File: src/rtl/ofs_plat_axi_mem_lite_csr_responder.sv
// AXI-lite responder terminating in a bank of N_REGS CSRs, with per-register write pulses to local logic.
// Define OFS_PLAT_AXI_MEM_LITE_CSR_ID_REG_EN to make CSR 0 a read-only ID register returning ID_VALUE.
module ofs_plat_axi_mem_lite_csr_responder #(
    parameter int ADDR_WIDTH = 16,
    parameter int DATA_WIDTH = 64,
    parameter int N_REGS = 16,
    parameter logic [DATA_WIDTH-1:0] RESET_VALUE = '0,
    parameter logic [63:0] ID_VALUE = 64'h0
) (
    input  logic                         clk,
    input  logic                         reset_n,
    input  logic                         awvalid,
    output logic                         awready,
    input  logic [ADDR_WIDTH-1:0]        awaddr,
    input  logic [2:0]                   awprot,
    input  logic                         wvalid,
    output logic                         wready,
    input  logic [DATA_WIDTH-1:0]        wdata,
    input  logic [DATA_WIDTH/8-1:0]      wstrb,
    output logic                         bvalid,
    input  logic                         bready,
    output logic [1:0]                   bresp,
    input  logic                         arvalid,
    output logic                         arready,
    input  logic [ADDR_WIDTH-1:0]        araddr,
    input  logic [2:0]                   arprot,
    output logic                         rvalid,
    input  logic                         rready,
    output logic [DATA_WIDTH-1:0]        rdata,
    output logic [1:0]                   rresp,
    output logic [N_REGS*DATA_WIDTH-1:0] csr_q,
    output logic [N_REGS-1:0]            csr_wr_pulse
);
    localparam int STRB_WIDTH = DATA_WIDTH / 8;
    localparam int OFF_BITS = $clog2(STRB_WIDTH);
    localparam logic [ADDR_WIDTH-1:0] N_REGS_IDX = ADDR_WIDTH'(N_REGS);
    localparam logic [1:0] RESP_OKAY = 2'b00;
    localparam logic [1:0] RESP_SLVERR = 2'b10;

    logic                  aw_held;
    logic                  w_held;
    logic [ADDR_WIDTH-1:0] aw_idx_q;
    logic [DATA_WIDTH-1:0] w_data_q;
    logic [STRB_WIDTH-1:0] w_strb_q;
    logic [DATA_WIDTH-1:0] csr [N_REGS];

    logic [ADDR_WIDTH-1:0] ar_idx;
    logic                  aw_fire;
    logic                  w_fire;
    logic                  ar_fire;
    logic                  wr_commit;
    logic                  wr_ok;
    logic                  rd_ok;
    logic [DATA_WIDTH-1:0] rd_word;
    logic                  unused_ok;

    assign awready   = reset_n && !aw_held;
    assign wready    = reset_n && !w_held;
    assign arready   = reset_n && !rvalid;
    assign aw_fire   = awvalid && awready;
    assign w_fire    = wvalid && wready;
    assign ar_fire   = arvalid && arready;
    // A commit stalls while a previous B response is still waiting for bready.
    assign wr_commit = aw_held && w_held && !bvalid;
    assign ar_idx    = araddr >> OFF_BITS;
    assign rd_ok     = ar_idx < N_REGS_IDX;
    assign unused_ok = ^{awprot, arprot, ID_VALUE};

`ifdef OFS_PLAT_AXI_MEM_LITE_CSR_ID_REG_EN
    assign wr_ok = (aw_idx_q < N_REGS_IDX) && (aw_idx_q != '0);
`else
    assign wr_ok = aw_idx_q < N_REGS_IDX;
`endif

    always_comb begin
        rd_word = '0;
        for (int i = 0; i < N_REGS; i++) begin
            if (ar_idx == ADDR_WIDTH'(i)) rd_word = csr[i];
        end
`ifdef OFS_PLAT_AXI_MEM_LITE_CSR_ID_REG_EN
        if (ar_idx == '0) rd_word = ID_VALUE[DATA_WIDTH-1:0];
`endif
    end

    always_comb begin
        csr_q = '0;
        for (int i = 0; i < N_REGS; i++) begin
            csr_q[i*DATA_WIDTH +: DATA_WIDTH] = csr[i];
        end
`ifdef OFS_PLAT_AXI_MEM_LITE_CSR_ID_REG_EN
        csr_q[DATA_WIDTH-1:0] = ID_VALUE[DATA_WIDTH-1:0];
`endif
    end

    always_ff @(posedge clk or negedge reset_n) begin
        if (!reset_n) begin
            aw_held      <= 1'b0;
            w_held       <= 1'b0;
            aw_idx_q     <= '0;
            w_data_q     <= '0;
            w_strb_q     <= '0;
            bvalid       <= 1'b0;
            bresp        <= '0;
            csr_wr_pulse <= '0;
            for (int i = 0; i < N_REGS; i++) csr[i] <= RESET_VALUE;
        end else begin
            csr_wr_pulse <= '0;
            if (bvalid && bready) bvalid <= 1'b0;
            if (aw_fire) begin
                aw_held  <= 1'b1;
                aw_idx_q <= awaddr >> OFF_BITS;
            end
            if (w_fire) begin
                w_held   <= 1'b1;
                w_data_q <= wdata;
                w_strb_q <= wstrb;
            end
            if (wr_commit) begin
                aw_held <= 1'b0;
                w_held  <= 1'b0;
                bvalid  <= 1'b1;
                bresp   <= wr_ok ? RESP_OKAY : RESP_SLVERR;
                for (int i = 0; i < N_REGS; i++) begin
                    if (wr_ok && aw_idx_q == ADDR_WIDTH'(i)) begin
                        csr_wr_pulse[i] <= 1'b1;
                        for (int b = 0; b < STRB_WIDTH; b++) begin
                            if (w_strb_q[b]) csr[i][b*8 +: 8] <= w_data_q[b*8 +: 8];
                        end
                    end
                end
            end
        end
    end

    always_ff @(posedge clk or negedge reset_n) begin
        if (!reset_n) begin
            rvalid <= 1'b0;
            rdata  <= '0;
            rresp  <= '0;
        end else begin
            if (rvalid && rready) rvalid <= 1'b0;
            if (ar_fire) begin
                rvalid <= 1'b1;
                rdata  <= rd_ok ? rd_word : '0;
                rresp  <= rd_ok ? RESP_OKAY : RESP_SLVERR;
            end
        end
    end
endmodule

File: config.mk
export PLATFORM = sky130hd
export DESIGN_NAME = ofs_plat_axi_mem_lite_csr_responder
export DESIGN_NICKNAME = d
export VERILOG_FILES = /design/src/rtl/ofs_plat_axi_mem_lite_csr_responder.sv
export SDC_FILE = /design/constraint.sdc
export NUM_CORES = 2
export LEC_CHECK = 0
export BUFFER_PORTS_ARGS = -buffer_cell sky130_fd_sc_hd__buf_2
export CORE_AREA = 2 2 478 480
export DETAILED_ROUTE_END_ITERATION = 8
export DIE_AREA = 0 0 480 482
export GPL_ROUTABILITY_DRIVEN = 0
export SLEW_MARGIN = 10
export SYNTH_ARGS = -nofsm -noshare
export SYNTH_HDL_FRONTEND = slang
export SYNTH_SLANG_ARGS = --single-unit
export TNS_END_PERCENT = 20
File: constraint.sdc
create_clock -name clk -period 2.85 [get_ports clk]
set_clock_uncertainty 0.05 [all_clocks]
set_input_delay 0.1425 -clock clk [delete_from_list [all_inputs] [get_ports clk]]
set_output_delay 0.1425 -clock clk [all_outputs]
set_load 0.05 [all_outputs]
# Yosys cells after proc, flatten, opt, wreduce, memory -nomap -nowiden
# Index checks and enable logic that the tools add are counted.
# word_totals
regBits,1197
input_bits,117
out_inout_bits,1113
wordCells,379
# classes
n_lt_le_gt_ge,2
n_eq_ne,30
n_mux,44
reduce_logical,164
# ops
op,n
64-bit two-way mux,17
3-bit AND reduction,128
13-bit by 4-bit == test with 1-bit output (second input constant),16
13-bit by 3-bit == test with 1-bit output (second input constant),8
13-bit by 2-bit == test with 1-bit output (second input constant),4
16-bit logical NOT,2
13-bit by 1-bit == test with 1-bit output (second input constant),2
1-bit logical AND,26
13-bit by 5-bit less-than comparator with 1-bit output (second input constant),2
1-bit two-way mux,24
16-bit two-way mux,1
2-bit nonzero test,4
1-bit logical NOT,4
2-bit two-way mux,2

# Logic depth before layout (Yosys ltp)
# depth
depth_word,18
ltp_mapped,12
ltp_nobuf,6

# Least setup slack after synthesis
# Ideal clock, no wire load.
# synth_timing
path_type,register -> register
from,reg bvalid
to,"reg csr, in the netlist csr_q[775]"
setup_time_ns,0.128
t_arrival_ns,2.274
t_required_ns,2.672
path_slack_ns,0.399
stages_incl_launch_ff,8
path_buffers,1
synth_period_minus_slack_ns,2.451
cell_sequence,dfrtp_1 and3b_1 and4_1 buf_2 nand3_1 nor3_2 nand2_1 mux2_1
# synth_between
elab_chain_len,3
# synth_lines
element,line,source
"start, declared",20,"output logic bvalid,"
"start signal, assigned",102,bvalid <= 1'b0;
"start signal, assigned",108,if (bvalid && bready) bvalid <= 1'b0;
"start signal, assigned",121,bvalid <= 1'b1;
1-bit logical NOT,64,assign wr_commit = aw_held && w_held && !bvalid;
1-bit logical AND,64,
3-bit AND reduction (no line),-,
"end signal, assigned by index",127,if (w_strb_q[b]) csr[i][b*8 +: 8] <= w_data_q[b*8 +: 8];
"end, declared",45,logic [DATA_WIDTH-1:0] csr [N_REGS];
# Every way passes these cells.
# A chain may end at the register's enable or synchronous reset.

# Worst setup path after layout
# layout_timing
from,reg aw_idx_q[11]
to,"reg csr, in the netlist csr_q[688]"
# layout_between
elab_chain_len,3
word_cells_on_any_way,4
classes_between,1 x order compare; 1 x eq/ne; 2 x reduce/logical
# layout_lines
element,line,source
"start, declared",42,logic [ADDR_WIDTH-1:0] aw_idx_q;
"start signal, assigned",111,aw_idx_q <= awaddr >> OFF_BITS;
13-bit by 5-bit less-than comparator with 1-bit output / 13-bit by 4-bit == test with 1-bit output (equally long branches),"72, 124",
1-bit logical AND (*),124,if (wr_ok && aw_idx_q == ADDR_WIDTH'(i)) begin
3-bit AND reduction (no line) (*),-,
# Every way passes the cells marked *; elsewhere a longest branch is shown, timed or not.

==> results.sh <==
export IMPL_max_cap_viol_count=0
export IMPL_final_nets=5894
export IMPL_startpoint="aw_idx_q[11]"
export IMPL_drt_iter0_markers=5215
export IMPL_first_pass_iters=6
export IMPL_cts_sinks=1195
export IMPL_worstSetupPathType="reg -> reg"
export IMPL_placeableCoreArea_um2=226400
export IMPL_max_slew_margin_pct=18.75
export IMPL_worstPathArrival_ps=3300
export IMPL_rows=175
export IMPL_postSynthAreaPerCell_um2=13.01
export IMPL_rsz0062_at_grt="false"
export IMPL_ios=1230
export IMPL_antenna_found_initial=41
export IMPL_routed_wl_um=345800
export IMPL_setup_viol=0
export IMPL_synth_async_reset_ratio_pct=100.0
export IMPL_ys_flop_type="dfrtp_1"
export IMPL_grt_pass1_wl_um=449800
export IMPL_whs_ps=12.19
export IMPL_root_buffer="clkbuf_16"
export IMPL_cp_required_ps=3470
export IMPL_ys_seq_area_share_pct=56.11
export IMPL_ff2ff_path_depth=11
export IMPL_start_util_pct=23.54
export IMPL_die_area_um2=231400
export IMPL_wl_per_cell_um=38.78
export IMPL_drc=0
export IMPL_die_h_um=482
export IMPL_insertion_delay_ps=810
export IMPL_vias_per_cell=5.355
export IMPL_synth_area_um2=53290
export IMPL_fill_cells=22720
export IMPL_numPortBuffers=1215
export IMPL_grt_ovfl_total=0
export IMPL_final_area_um2=74190
export IMPL_endpoint_kind="register"
export IMPL_yosys_area_top_type="dfrtp_1"
export IMPL_cts_buffer_depth=3
export IMPL_status="completed"
export IMPL_grt_use_total_pct=28.91
export IMPL_synth_edf_count=0
export IMPL_r2r_slack_ps=170
export IMPL_clk_pin_slew_ps=70
export IMPL_h_tree_depth=4
export IMPL_drtAntennaViolNets=0
export IMPL_period_share_pct=94.08
export IMPL_multi_input_comb_area_um2=22680
export IMPL_hold_path_class="in -> async"
export IMPL_synth_cell_type_count=78
export IMPL_grt_max_degree=176
export IMPL_first_global_vias=47230
export IMPL_vias=47750
export IMPL_synth_top_area_share_pct=56.11
export IMPL_ir_drop_mv=0.6875
export IMPL_power_density_nw_per_um2=588.0
export IMPL_slew_viol_final=0
export IMPL_final_hold_viol_count=0
export IMPL_drive_above_1_share_pct=54.39
export IMPL_yosys_warnings=0
export IMPL_worstSetupStartpointType="register"
export IMPL_max_freq_ghz=0.3729
export IMPL_fp_dieW_um=480
export IMPL_regToRegEndpoint="csr_q[688]"
export IMPL_cts_made_buffers=139
export IMPL_endpoint="csr_q[688]"
export IMPL_area_growth_pct=39.22
export IMPL_worstMarginPinSlew_ps=1219
export IMPL_synth_area_leaders="dfrtp_1 56%, mux2_2 25%, nand2_1 1.9%, a22oi_1 1.5%, clkbuf_1 1.4%"
export IMPL_synthCells=4095
export IMPL_regToRegStartpoint="aw_idx_q[11]"
export IMPL_post_route_util_pct=32.77
export IMPL_leakage_nw=38.33
export IMPL_cts_tree="yes"
export IMPL_ys_ff_latch=1195
export IMPL_path_max_fanout=5
export IMPL_post_dp_cell_area_um2=68170
export IMPL_min_period_ps=2681
export IMPL_tns_ps=0
export IMPL_regArea_um2=29900
export IMPL_hpwl_um=266900
## power breakdown
group | switching, mW | internal [mW] | total (mW)
combinational | 2.29 | 1.50 | 3.79
sequential | 3.62 | 17.6 | 21.2
clock | 7.90 | 10.7 | 18.6
## cell families after synthesis
group,Yosys count,share of synthesized area (%)
AOI/OAI and AO/OA,762,10.19
DFF,1195,56.11
muxes,1228,26.15
other,1,0.007037
and+or+nand+nor,624,5.374
buffers and inverters,285,2.165
## worst min-delay path by stage
stage          startpoint            to  slack, ps  cells after the start
3_5_place_dp      reset_n     csr_q[96]        150                      2
5_1_grt         wdata[30]  w_data_q[30]         30                      3
4_1_cts          wdata[6]   w_data_q[6]        0.6                      3
3_3_place_gp      reset_n     csr_q[98]        150                      2
2_1_floorplan     reset_n       aw_held       -200                      0
6_report          reset_n    csr_q[495]         10                      3
## what timing repair did
action	in CTS	in global routing
resized for setup	3	1
gates cloned	0	0
endpoints found under the hold margin	417	0
pin swaps	2	2
hold buffers	123	0
setup endpoints to repair	17	53
buffers inserted	1	2
## critical path: stages, from the launching register on
cell	delay, ps
dfrtp_1	380
nor4_2	280
and4_2	310
buf_12	130
nand3b_1	70
buf_4	200
nor2_4	130
buf_12	150
buf_12	140
nand2_1	180
buf_6	250
mux2_2	270
## placed cells by master (no fill, tap or decap), drive strengths merged, types with 22 or more instances in the layout
cell type and count:
diode 25, nor3 47, mux2 1195, a22oi 110, o31ai 22, nor2 188, clkinv 37, a22o 53
buf 1692, o221ai 67, a2111oi 22, a221o 23, nand2 275, o22ai 53, dlygate4sd3 123, o211ai 47
a21oi 70, o21ai 170, clkbuf 188, dfrtp 1195
## registers in the layout, indices dropped and copies added, names as in the netlist, 8 cells and up
signal / cells
w_data_q: 64
rdata: 64
w_strb_q: 8
csr_wr_pulse: 16
csr_q: 1024
aw_idx_q: 13
## final cells by class
class | instances | area share, %
clock inverter | 58 | 0.9916
sequential | 1195 | 40.31
tap | 3009 | 5.074
antenna | 25 | 0.08432
inverter | 10 | 0.05397
clock buffer | 188 | 5.275
multi-input combinational | 2616 | 30.57
timing repair buffer | 1815 | 17.64
## synth_stat cells (7+ instances only)
library cell	number
nor2b_1	15
o31ai_1	22
nand2_1	274
a32oi_1	7
inv_1	10
a21oi_1	70
a21boi_1	11
o221ai_1	67
o22a_1	9
mux2_2	1187
buf_1	28
o211ai_1	47
and4_1	7
dfrtp_1	1195
mux2i_1	21
nor3_2	8
a221o_1	23
a22oi_1	110
a22o_1	53
mux2_1	8
o21ai_1	41
nand2b_1	12
a222oi_1	15
nand3_1	13
a211oi_1	11
clkbuf_1	193
nor2_1	187
buf_2	49
nor3_1	38
o21ai_0	129
o2bb2ai_1	12
o22ai_1	53
o41ai_1	13
a221oi_1	15
a31oi_1	8
a2111oi_0	22
nor4_1	11
mux4_2	12
## layer usage
layer | vias to the layer above | track usage [%] | part of all wire, %
met2 | 3381 | 44.28 | 44
met5 | - | 0 | 0.011
li1 | 18720 | - | -
met1 | 24800 | 33.72 | 37
met4 | 6 | 18.50 | 7.5
met3 | 840 | 11.37 | 11
## through the flow
stage	power [mW]	std cells	setup WS, ps
finish	43.62	8916	168.6
global route	44.78	8896	72.87
CTS	43.66	8889	0.1750
detailed placement	24.94	8519	-374.2
global placement	24.81	8519	-394.0
floorplan	21.57	4096	398.8
No activity file was read; power rests on OpenSTA's default activity.
